File: src/rtl/instr_fetch_unit_if.sv
// Fetch-unit bus: instruction-memory read handshake, fetch-to-core valid/ready
// channel, branch redirect and halt status. The fetch unit uses the master side.
interface instr_fetch_unit_if;
    logic        imem_req;
    logic [15:0] imem_addr;
    logic        imem_ack;
    logic [15:0] imem_rdata;
    logic        if_valid;
    logic [15:0] if_ir;
    logic [15:0] if_pc;
    logic        if_ready;
    logic        redirect;
    logic [15:0] redirect_pc;
    logic        halted;

    modport master (
        output imem_req, imem_addr,
        input  imem_ack, imem_rdata,
        output if_valid, if_ir, if_pc,
        input  if_ready, redirect, redirect_pc,
        output halted
    );

    modport slave (
        input  imem_req, imem_addr,
        output imem_ack, imem_rdata,
        input  if_valid, if_ir, if_pc,
        output if_ready, redirect, redirect_pc,
        input  halted
    );
endinterface

File: src/rtl/instr_fetch_unit.sv
// Instruction fetch stage: PC-driven reads over req/ack into a prefetch queue feeding the core.
// Optional macro IFU_STALL_CNT_EN adds a saturating stall_count output.
//
// state  | meaning
// IDLE   | no read outstanding; issue when the queue has room
// WAIT   | read of fetch_pc outstanding; push data on ack
// SQUASH | read outstanding for a flushed path; drop data on ack
// HALT   | halt word fetched; no more reads until a redirect or reset
module instr_fetch_unit #(
    parameter int          DEPTH    = 4,
    parameter logic [15:0] RESET_PC = 16'h0
) (
    input  logic clock,
    input  logic reset_n,
`ifdef IFU_STALL_CNT_EN
    output logic [15:0] stall_count,
`endif
    instr_fetch_unit_if.master bus
);
    localparam int          AW        = $clog2(DEPTH);
    localparam logic [AW:0] FULL      = (AW+1)'(DEPTH);
    localparam logic [15:0] HALT_WORD = 16'hFFFF;

    typedef enum logic [1:0] {IDLE, WAIT, SQUASH, HALT} state_t;

    state_t        state, state_nx;
    logic [15:0]   fetch_pc, fetch_pc_nx;
    logic [15:0]   target, target_nx;
    logic [15:0]   q_pc [DEPTH];
    logic [15:0]   q_ir [DEPTH];
    logic [AW-1:0] rd_ptr, wr_ptr, rd_ptr_inc;
    logic [AW:0]   count, count_nx, count_ack;
    logic [15:0]   head_pc, head_ir, head_pc_nx, head_ir_nx;
    logic          halted_q;
    logic          pop, push, redir, halt_pop;
    logic [15:0]   redir_pc;

    assign pop        = (count != '0) & bus.if_ready;
    assign halt_pop   = pop & (head_ir == HALT_WORD);
    // Once the halt word has been taken by the core, redirects no longer restart fetch.
    assign redir      = bus.redirect & ~halted_q & ~halt_pop;
    assign redir_pc   = bus.redirect_pc & 16'hFFFE;
    assign rd_ptr_inc = rd_ptr + 1'b1;
    assign count_ack  = count + 1'b1 - (AW+1)'(pop);

    always_comb begin
        state_nx    = state;
        fetch_pc_nx = fetch_pc;
        target_nx   = target;
        push        = 1'b0;
        case (state)
            IDLE: begin
                if (redir)             fetch_pc_nx = redir_pc;
                else if (count < FULL) state_nx    = WAIT;
            end
            WAIT: begin
                if (redir) begin
                    if (bus.imem_ack) begin
                        state_nx    = IDLE;
                        fetch_pc_nx = redir_pc;
                    end else begin
                        state_nx  = SQUASH;
                        target_nx = redir_pc;
                    end
                end else if (bus.imem_ack) begin
                    push        = 1'b1;
                    fetch_pc_nx = fetch_pc + 16'd2;
                    if (bus.imem_rdata == HALT_WORD) state_nx = HALT;
                    else if (count_ack < FULL)       state_nx = WAIT;
                    else                             state_nx = IDLE;
                end
            end
            SQUASH: begin
                if (bus.imem_ack) begin
                    state_nx    = IDLE;
                    fetch_pc_nx = redir ? redir_pc : target;
                end else if (redir) begin
                    target_nx = redir_pc;
                end
            end
            HALT: begin
                if (redir) begin
                    state_nx    = IDLE;
                    fetch_pc_nx = redir_pc;
                end
            end
            default: state_nx = IDLE;
        endcase
    end

    always_ff @(posedge clock or negedge reset_n) begin
        if (!reset_n) begin
            state    <= IDLE;
            fetch_pc <= RESET_PC;
            target   <= RESET_PC;
        end else begin
            state    <= state_nx;
            fetch_pc <= fetch_pc_nx;
            target   <= target_nx;
        end
    end

    // Head registers load whichever entry becomes the head; they hold when the queue drains.
    always_comb begin
        count_nx   = redir ? '0 : count + (AW+1)'(push) - (AW+1)'(pop);
        head_pc_nx = head_pc;
        head_ir_nx = head_ir;
        if (!redir) begin
            if (pop && count > (AW+1)'(1)) begin
                head_pc_nx = q_pc[rd_ptr_inc];
                head_ir_nx = q_ir[rd_ptr_inc];
            end else if (push && (count == '0 || (pop && count == (AW+1)'(1)))) begin
                head_pc_nx = fetch_pc;
                head_ir_nx = bus.imem_rdata;
            end
        end
    end

    always_ff @(posedge clock or negedge reset_n) begin
        if (!reset_n) begin
            rd_ptr   <= '0;
            wr_ptr   <= '0;
            count    <= '0;
            head_pc  <= '0;
            head_ir  <= '0;
            halted_q <= 1'b0;
        end else begin
            count   <= count_nx;
            head_pc <= head_pc_nx;
            head_ir <= head_ir_nx;
            if (redir) begin
                rd_ptr <= '0;
                wr_ptr <= '0;
            end else begin
                if (push) wr_ptr <= wr_ptr + 1'b1;
                if (pop)  rd_ptr <= rd_ptr_inc;
            end
            if (halt_pop) halted_q <= 1'b1;
        end
    end

    always_ff @(posedge clock) begin
        if (push) begin
            q_pc[wr_ptr] <= fetch_pc;
            q_ir[wr_ptr] <= bus.imem_rdata;
        end
    end

`ifdef IFU_STALL_CNT_EN
    always_ff @(posedge clock or negedge reset_n) begin
        if (!reset_n)
            stall_count <= '0;
        else if (count == '0 && !halted_q && stall_count != 16'hFFFF)
            stall_count <= stall_count + 16'd1;
    end
`endif

    assign bus.imem_req  = (state == WAIT) || (state == SQUASH);
    assign bus.imem_addr = fetch_pc;
    assign bus.if_valid  = (count != '0);
    assign bus.if_ir     = head_ir;
    assign bus.if_pc     = head_pc;
    assign bus.halted    = halted_q;
endmodule

File: src/flat_wrapper.sv
// flat-port wrapper written by rule: the top's interface ports become plain ports
module instr_fetch_unit_flat 
#(
    parameter int          DEPTH    = 4,
    parameter logic [15:0] RESET_PC = 16'h0
)
  (clock, reset_n, bus_imem_req, bus_imem_addr, bus_imem_ack, bus_imem_rdata, bus_if_valid, bus_if_ir, bus_if_pc, bus_if_ready, bus_redirect, bus_redirect_pc, bus_halted);
  instr_fetch_unit_if bus_i ();
  input  logic clock;
  input  logic reset_n;
  output wire logic [$bits(bus_i.imem_req)-1:0] bus_imem_req;
  output wire logic [$bits(bus_i.imem_addr)-1:0] bus_imem_addr;
  input wire logic [$bits(bus_i.imem_ack)-1:0] bus_imem_ack;
  input wire logic [$bits(bus_i.imem_rdata)-1:0] bus_imem_rdata;
  output wire logic [$bits(bus_i.if_valid)-1:0] bus_if_valid;
  output wire logic [$bits(bus_i.if_ir)-1:0] bus_if_ir;
  output wire logic [$bits(bus_i.if_pc)-1:0] bus_if_pc;
  input wire logic [$bits(bus_i.if_ready)-1:0] bus_if_ready;
  input wire logic [$bits(bus_i.redirect)-1:0] bus_redirect;
  input wire logic [$bits(bus_i.redirect_pc)-1:0] bus_redirect_pc;
  output wire logic [$bits(bus_i.halted)-1:0] bus_halted;
  assign bus_imem_req = bus_i.imem_req;
  assign bus_imem_addr = bus_i.imem_addr;
  assign bus_i.imem_ack = bus_imem_ack;
  assign bus_i.imem_rdata = bus_imem_rdata;
  assign bus_if_valid = bus_i.if_valid;
  assign bus_if_ir = bus_i.if_ir;
  assign bus_if_pc = bus_i.if_pc;
  assign bus_i.if_ready = bus_if_ready;
  assign bus_i.redirect = bus_redirect;
  assign bus_i.redirect_pc = bus_redirect_pc;
  assign bus_halted = bus_i.halted;
  instr_fetch_unit #(.DEPTH(DEPTH), .RESET_PC(RESET_PC)) u_core (.clock(clock), .reset_n(reset_n), .bus(bus_i));
endmodule
File: config.mk
export PLATFORM = sky130hd
export DESIGN_NAME = instr_fetch_unit_flat
export DESIGN_NICKNAME = d
export VERILOG_FILES = /design/src/rtl/instr_fetch_unit_if.sv /design/src/rtl/instr_fetch_unit.sv /design/src/flat_wrapper.sv
export SDC_FILE = /design/constraint.sdc
export NUM_CORES = 1
export LEC_CHECK = 0
export CAP_MARGIN = 20
export CELL_PAD_IN_SITES_DETAIL_PLACEMENT = 0
export CELL_PAD_IN_SITES_GLOBAL_PLACEMENT = 2
export CORE_MARGIN = 10
export CORE_UTILIZATION = 37
export DETAILED_ROUTE_END_ITERATION = 10
export GPL_TIMING_DRIVEN = 0
export PLACE_DENSITY_LB_ADDON = 0.15
export SLEW_MARGIN = 20
export SYNTH_ARGS = -nofsm -noshare
export SYNTH_HDL_FRONTEND = slang
export SYNTH_SLANG_ARGS = --single-unit
export TNS_END_PERCENT = 50
File: constraint.sdc
create_clock -name clock -period 2.5 [get_ports clock]
set_input_delay 0.75 -clock clock [delete_from_list [all_inputs] [get_ports clock]]
set_output_delay 0.75 -clock clock [all_outputs]
set_load 0.01 [all_outputs]
==> impl_results.md <==
* CTS Buf Count at 23
* Reg2reg start: u_core.bus.if_ir[1]$_DFFE_PN0P_
* Clk sinks at 202
* Skew final at 0.01473 ns
* Most frequent cells in the layout: edfxtp_1, clkdlybuf4s50_1, dfrtp_1
* Initial Util at 37.66%
* Pwr dens at 1132 nW/um2
* # setup viols final at 0
* CTS tree: done
* Synthesized cell area at 8866 um2
* Antenna viol nets, final at 0
* Slowest stage delay, CP at 0.86 ns
* Via count at 5533
* DIE WIDTH at 174.8 um
* Share of cells above drive strength 1 at 20.19%
* # DRC at 0
* Synth cell types at 52
* Clk Latency, worst-skew pair at 0.50 ns
* Status: completed
* Die Y at 174.8 um
* Syn_nets at 645
* Worst Max-Slew Pin Slew at 0.9823 ns
* Setup CP Type: in2reg
* Slew Limit Fails at 0
* GR Layer Usage met3 at 2.587%
* Synthesis-to-layout area growth at 25.77%
* Vias in the first global route at 5874
* Hold Fails Final Rpt at 0
* Met2 usage in global routing at 25.65%
* First-pass GRT wire length at 35400 um
* R2R depth at 10
* Fin util at 47.36%
* Slowest CP cell: nor4_1
* Fin crit period at 2.495 ns
* Ys Warns at 0
* Critical Path Source Type: primary input
* Worst min path class: in2async
* Worst VDD drop at 0.3961 mV
* Yosys top cell by area: edfxtp_1
* Largest net degree at the start of global routing at 40
* Pre-Repair DR Iteration Count at 5
* Iter 0 DRT Violations at 362
* DP HPWL at 14620 um
* Req. time, crit path at 2.92 ns
* Clock root buffer: clkbuf_16
* Die area at 30550 um2
* Total grt overflow at 0
* Post-synth top area share at 43.35%
* Initial antenna violation count at 0
* Boundary pin count at 88
* Worst-path cell chain: clkdlybuf4s50_1, nand4_1, nor4_1, mux2_2, nand3b_1, mux2i_1
* Slew margin rel. at 33.91%
* Leak at 4.035 nW
* DP Area at 10150 um2
* Grt peak-use layer: met2
* Number of buffers and inverters on the critical path at 1
* Sequential area share after synthesis at 64.24%
* Final WL at 23210 um
* GPL Wtd Cong at 0.7395
* Fillers at 2099
* R2r setup slk at 0.02 ns
* Commonest non-fill, non-tap cell in the layout: edfxtp_1
* Mapped Cells at 593
* Worst EP arrival at 2.91 ns
* Wirelength per Cell at 22.06 um
* Crit-path max FO at 6
* Synth Area per Inst at 14.95 um2
* Endpoint class of the critical path: flip-flop
* RSZ-0062 raised after global routing: yes
* Crit-path leading delay family: simple AND/OR/NAND/NOR gates
* Port Buffer Count at 86
* Row cnt at 56
* ANT cells at 0
* Clk pin slew, worst setup/hold paths at 0.06 ns
* Maximum clock frequency at 400.8 MHz
* Largest cells by area after synthesis: edfxtp_1, dfrtp_1, mux4_2
* Core area at 23540 um2
* Final period util at 99.79%
* Worst r2r dst: u_core.bus.imem_addr[10]$_DFFE_PN0P_
* #FFs+latches synth at 202
* Final #Nets at 768
* GRT Util Overall at 14.86%
* H-tree Lvls at 1
* Met1 Track Usage GR at 19.15%
* Design Area, Final at 11150 um2
* CTS Buffer Depth at 3
* Detail-routed via count per cell at 5.260
* Max Cap Viol at 0
==> per-stage QoR <==
step | TNS [ns] | hold slack, ns | instances | total power [mW] | setup WS, ns
floorplan | 0 | 0.4460 | 593 | 7.360 | 0.04023
global placement | -430.53 | 0.4663 | 998 | 9.098 | -2.448
detailed placement | -196.52 | 0.4698 | 999 | 9.187 | -1.220
CTS | -0.01656 | 0.2657 | 1049 | 12.74 | -0.01656
global route | -0.2193 | 0.2873 | 1052 | 13.37 | -0.04539
finish | 0 | 0.2503 | 1052 | 12.63 | 0.005298
==> layout make-up <==
type	instances	area, um2	share of cell area (%)
Clock buffer	27	590.6	5.296
Multi-Input combinational cell	346	3053	27.38
Inverter	16	62.56	0.5610
Buffer	33	186.4	1.672
Tap cell	319	399.1	3.579
Sequential cell	202	5707	51.18
Timing Repair Buffer	94	965.9	8.662
Clock inverter	15	186.4	1.672
==> per-layer routing <==
layer	part of all wire [%]	vias to the layer above	wire [um]
met3	4.9	22	1130
li1	-	2523	-
met2	49	128	11450
met1	45	2860	10330
met5	0	-	0
met4	1.2	0	289
==> power breakdown <==
part | leakage [nW] | internal [mW] | switching [mW]
clock | 0.369 | 2.11 | 1.34
sequential | 2.08 | 4.39 | 0.702
combinational | 1.58 | 2.01 | 2.08
total | 4.03 | 8.51 | 4.12
==> synth_stat cells, drive strengths merged <==
master and n:
nor4 2, or2 1, a22o 13, fa 1, nand4 11, a31oi 4
o21ai 43, mux2i 39, nand3 9, nor2 24, a221oi 1, clkbuf 22
inv 16, nor2b 3, o22a 1, a311oi 1, and4 4, o211ai 3
and2 6, xnor2 9, nand3b 1, a211oi 2, o22ai 3, a21o 5
buf 11, mux4 32, xor2 2, mux2 26, a221o 8, a21oi 11
dfrtp 74, a31o 1, or3 2, edfxtp 128, o31ai 2, nor3 2
nand2 50, a21boi 1, a21bo 1, a22oi 4, ha 14
==> sequential cells by signal, indices dropped and copies added (netlist names) <==
| register | cells |
|---|---|
| u_core.bus.if_ir | 16 |
| u_core.bus.imem_addr | 16 |
| u_core.q_ir | 64 |
| u_core.wr_ptr | 2 |
| u_core.bus.halted | 1 |
| u_core.count | 3 |
| u_core.bus.if_pc | 16 |
| u_core.rd_ptr | 2 |
| u_core.state | 2 |
| u_core.q_pc | 64 |
| u_core.target | 16 |
==> worst max-delay path by stage <==
stage | startpoint | endpoint | slack [ns] | cells past startpoint
global placement | reset_n | u_core.count[1]$_DFF_PN0_ | -2.45 | 1
finish | bus_imem_rdata[15] | u_core.state[1]$_DFFE_PN0P_ | 0.005 | 6
global route | u_core.bus.if_ir[1]$_DFFE_PN0P_ | u_core.bus.imem_addr[10]$_DFFE_PN0P_ | -0.05 | 10
detailed placement | u_core.bus.if_ir[14]$_DFFE_PN0P_ | u_core.q_pc[2][13]$_DFFE_PP_ | -1.22 | 6
floorplan | u_core.bus.if_ir[14]$_DFFE_PN0P_ | u_core.q_ir[0][0]$_DFFE_PP_ | 0.04 | 6
CTS | u_core.bus.if_ir[8]$_DFFE_PN0P_ | u_core.bus.imem_addr[10]$_DFFE_PN0P_ | -0.02 | 10
==> logic make-up (layout without fill, tap and decap cells) <==
kind of cell | Yosys count | count (layout) | synth area share, %
muxes | 97 | 97 | 16.00
AOI/OAI and AO/OA | 104 | 104 | 7.847
xor gates and xnor gates | 11 | 11 | 1.087
buffers and inverters | 49 | 185 | 2.456
adders and majority gates | 15 | 15 | 2.202
DFF | 202 | 202 | 64.24
and+or+nand+nor | 115 | 119 | 6.167
==> timing repair <==
action | CTS | global route
resized for setup | 32 | 13
gates cloned | 4 | 1
hold buffers | 0 | 0
hold endpoints to repair | 0 | 0
endpoints found under the setup margin | 200 | 31
pin swaps | 6 | 3
setup buffers | 4 | 2
Power figures use the tool's default switching activity.
